==> src/rtl/seq_timer.sv <==
// Clear/enable saturating phase timer with a combinational terminal-count compare.
module seq_timer #(
  parameter int unsigned W = 24
) (
  input  logic         clk,
  input  logic         rst,
  input  logic         clr_i,
  input  logic         en_i,
  input  logic [W-1:0] term_i,
  output logic         hit_c_o
);

  logic [W-1:0] cnt_q, cnt_d;

  // Clear wins over count; the counter parks at all-ones instead of wrapping.
  always_comb begin
    cnt_d = cnt_q;
    if (clr_i) begin
      cnt_d = '0;
    end else if (en_i && (cnt_q != '1)) begin
      cnt_d = cnt_q + W'(1);
    end
  end

  always_ff @(posedge clk or posedge rst) begin
    if (rst) begin
      cnt_q <= '0;
    end else begin
      cnt_q <= cnt_d;
    end
  end

  assign hit_c_o = (cnt_q == term_i);

endmodule

==> config.mk <==
export PLATFORM = sky130hd
export DESIGN_NAME = seq_timer
export DESIGN_NICKNAME = d
export VERILOG_FILES = /design/src/rtl/seq_timer.sv
export SDC_FILE = /design/constraint.sdc
export NUM_CORES = 1
export LEC_CHECK = 0
export ABC_AREA = 1
export BUFFER_PORTS_ARGS = -buffer_cell sky130_fd_sc_hd__buf_2
export CAP_MARGIN = 0
export CORE_ASPECT_RATIO = 2
export CORE_MARGIN = 1
export CORE_UTILIZATION = 39
export DETAILED_ROUTE_END_ITERATION = 12
export GPL_ROUTABILITY_DRIVEN = 0
export GPL_TIMING_DRIVEN = 1
export MAX_ROUTING_LAYER = met4
export PLACE_DENSITY = 0.63
export SLEW_MARGIN = 20
export SYNTH_ARGS = -nofsm -noshare
export SYNTH_HDL_FRONTEND = slang
export SYNTH_SLANG_ARGS = --single-unit
==> constraint.sdc <==
create_clock -name clk -period 1.9 [get_ports clk]
set_input_delay 0.475 -clock clk [delete_from_list [all_inputs] [get_ports clk]]
set_output_delay 0.475 -clock clk [all_outputs]
set_load 0.01 [all_outputs]
==> results.yml <==
status:
  outcome: "complete, but fails checks"
  violations: "setup timing"
detailed_routing:
  first_iter_violations: 23
  ant_nets: 0
  vias: 1890
  wl_per_cell_um: 12.8
  drc_errors: 0
  vias_per_cell: 5.04
  wirelength_mm: 4.80
  first_pass_iters: 4
finish:
  final_nets: 350
  reg.largest.list: "cnt_q: 24 flops"
  regMostFlops: "cnt_q"
  layout_commonest_cell: "nand2_1"
  final_area_um2: 2250
  area_delta_synth_final_pct: 18.3
  largest_register_ff_count: 24
  drive_gt1_frac: 0.206
  diodes: 0
  finalNonFillerCells: 375
  mostFrequentLayoutCells: "nand2_1 (91), nor2_1 (33), buf_2 (28)"
synth:
  synth_top_family_by_area: "simple AND/OR/NAND/NOR gates"
  yosysSeqAreaShare: 0.316
  synth_mux_area_frac: 0
  synthArstFlopShare: 1.00
  ys_ff_latch: 24
  ys_types: 27
  synthFlopType: "dfrtp_1"
  synthAdderAreaFrac: 0.00659
  synth-simple-area-share: 0.423
  postSynthAreaPerCell_um2: 6.66
  syn-num-nets: 314
  postSynthCellCount: 285
  synth-edff-count: 0
  synth_compound_area_frac: 0.0560
  synth_area_um2: 1900
  ys_warn_count: 0
  synthXorXnorAreaFrac: 0.115
worst_setup_path:
  crit_path_start: "cnt_q[13]"
  worstSetupPathType: "reg -> out"
  cpMostUsedCell: "nor2_1"
  timing.rr.start: "cnt_q[5]"
  worstPathCellList: "or2_4 -> a21oi_2 -> nand3_1 -> nor2_1 -> nand2_1 -> nor2_1 -> buf_2"
  crit_required_ns: 1.42
  end_kind: "output port"
  cpPeakStageDelay_ns: 0.42
  cp_slowest_cell: "dfrtp_1"
  arrival_ns: 1.51
  startpoint_type: "flip-flop"
  r2r_slack_ns: 0.15
  cp_top_family: "simple AND/OR/NAND/NOR gates"
  crit_fanout: 2
  crit_buf_inv: 1
clock_tree:
  cts_num_sinks: 24
  clock_latency_ns: 0.27
  htreeDepth: 1
  cts_root_buf: "clkbuf_8"
  tritoncts: "done"
  clk_pin_slew_ns: 0.09
  numCtsBuffers: 3
  cts_buffer_depth: 2
  cts.hold.buffers_added: 0
sta:
  slew_violations: 0
  fin_ws_ns: -0.0869
  tightestPinTransition_ns: 0.476
  worst_clock_skew_ns: 0.00324
  hold_viol_final: 0
  slew_headroom: 0.682
  fmax_ghz: 0.503
  rsz0062_at_grt: "yes"
  setup_viol: 1
  fin_crit_sh: 1.05
  fin_setup_tns_ns: -0.0869
  min_period_ns: 1.99
floorplanning:
  die_h_um: 101
  rows: 35
  core-area_um2: 4640
  boundaryPins: 29
  dieArea_um2: 5170
  dieWidth_um: 51.3
  start_util: 0.409
grt:
  grt-ovfl-total: 0
  grt_max_degree: 25
  grt_pass1_wl_mm: 8.55
  grtUsageTotal: 0.226
  antenna_found_initial: 0
  grt_pass1_vias: 1950
hold_path:
  min_path_type: "in -> async"
placement:
  port_buffers: 28
  postPlaceCellArea_um2: 2140
  dp.cells: 370
  dp_hpwl_mm: 3.70
pwr:
  total_power_mw: 1.01
  ir_drop_uv: 296
  p_leak_nw: 0.996
  power_density_nw_per_um2: 451
run:
  max-cap-violations: 0
worst paths after layout:
kind | depth (start not counted) | endpoint
setup / recovery | 7 | hit_c_o
hold / removal | 3 | cnt_q[20]
setup reg to reg | 12 | cnt_q[18]
hold reg to reg | 2 | cnt_q[1]
max in group asynchronous | 3 | cnt_q[12]
min in group clk | 2 | cnt_q[1]
logic make-up after synthesis:
group | Yosys count
DFF | 24
and+or+nand+nor | 180
xor gates and xnor gates | 25
buffers and inverters | 36
AOI/OAI and AO/OA | 19
adders and majority gates | 1
through the flow:
step / util / hold slack (ns) / setup WS, ns
floorplan: - / 0.490 / 0.201
global placement: 0.461 / 0.548 / -0.0407
detailed placement: 0.461 / 0.552 / -0.0617
CTS: 0.479 / 0.247 / -0.0856
global route: 0.484 / 0.285 / -0.208
finish: 0.484 / 0.230 / -0.0869
cells in the mapped netlist, types with 3 or more instances:
cell type	number	area, um^2
buf_2	4	20.0
nand2_2	3	18.8
dfrtp_1	24	601
nor3b_1	3	22.5
nor2_1	35	131
or2_2	4	25.0
nor3_1	5	25.0
nand4_1	17	106
o21ai_1	8	40.0
nand3_1	17	85.1
xnor2_1	17	149
o21bai_1	3	22.5
inv_1	24	90.1
xor2_1	8	70.1
clkbuf_1	4	15.0
a21oi_1	6	30.0
nand2_1	91	342
worst min-delay path, cell delays in order:
cell	delay [ns]
buf_2	0.09
inv_1	0.04
buf_4	0.31
area by class of cell:
cell class | count | area (um^2)
fillers | 514 | 2390
multi-input cells | 225 | 1170
flip-flops and latches | 24 | 603
repair buffers | 41 | 241
inverters | 26 | 105
well taps | 55 | 68.8
clock buffers | 4 | 55.1
power by group:
group	switching [mW]	internal (mW)	leakage [nW]
clock	0.182	0.186	0.0288
combinational	0.0707	0.0531	0.637
sequential	0.00605	0.515	0.331
total	0.259	0.753	0.996
timing repair:
| item | 4_1_cts | 5_1_grt |
|---|---|---|
| cloned | 0 | 0 |
| setup endpoints to repair | 17 | 17 |
| resized for setup | 5 | 8 |
| buffers inserted | 1 | 0 |
| pin swaps | 5 | 3 |
routing by layer:
layer	track usage	share of wire	up-vias	wire length, um
met2	0.405	0.53	48	2520
li1	-	-	984	-
met3	0.0302	0.034	15	161
met1	0.223	0.40	843	1900
met5	-	0	-	0
met4	0.131	0.045	0	215
Power figures use the tool's default switching activity.
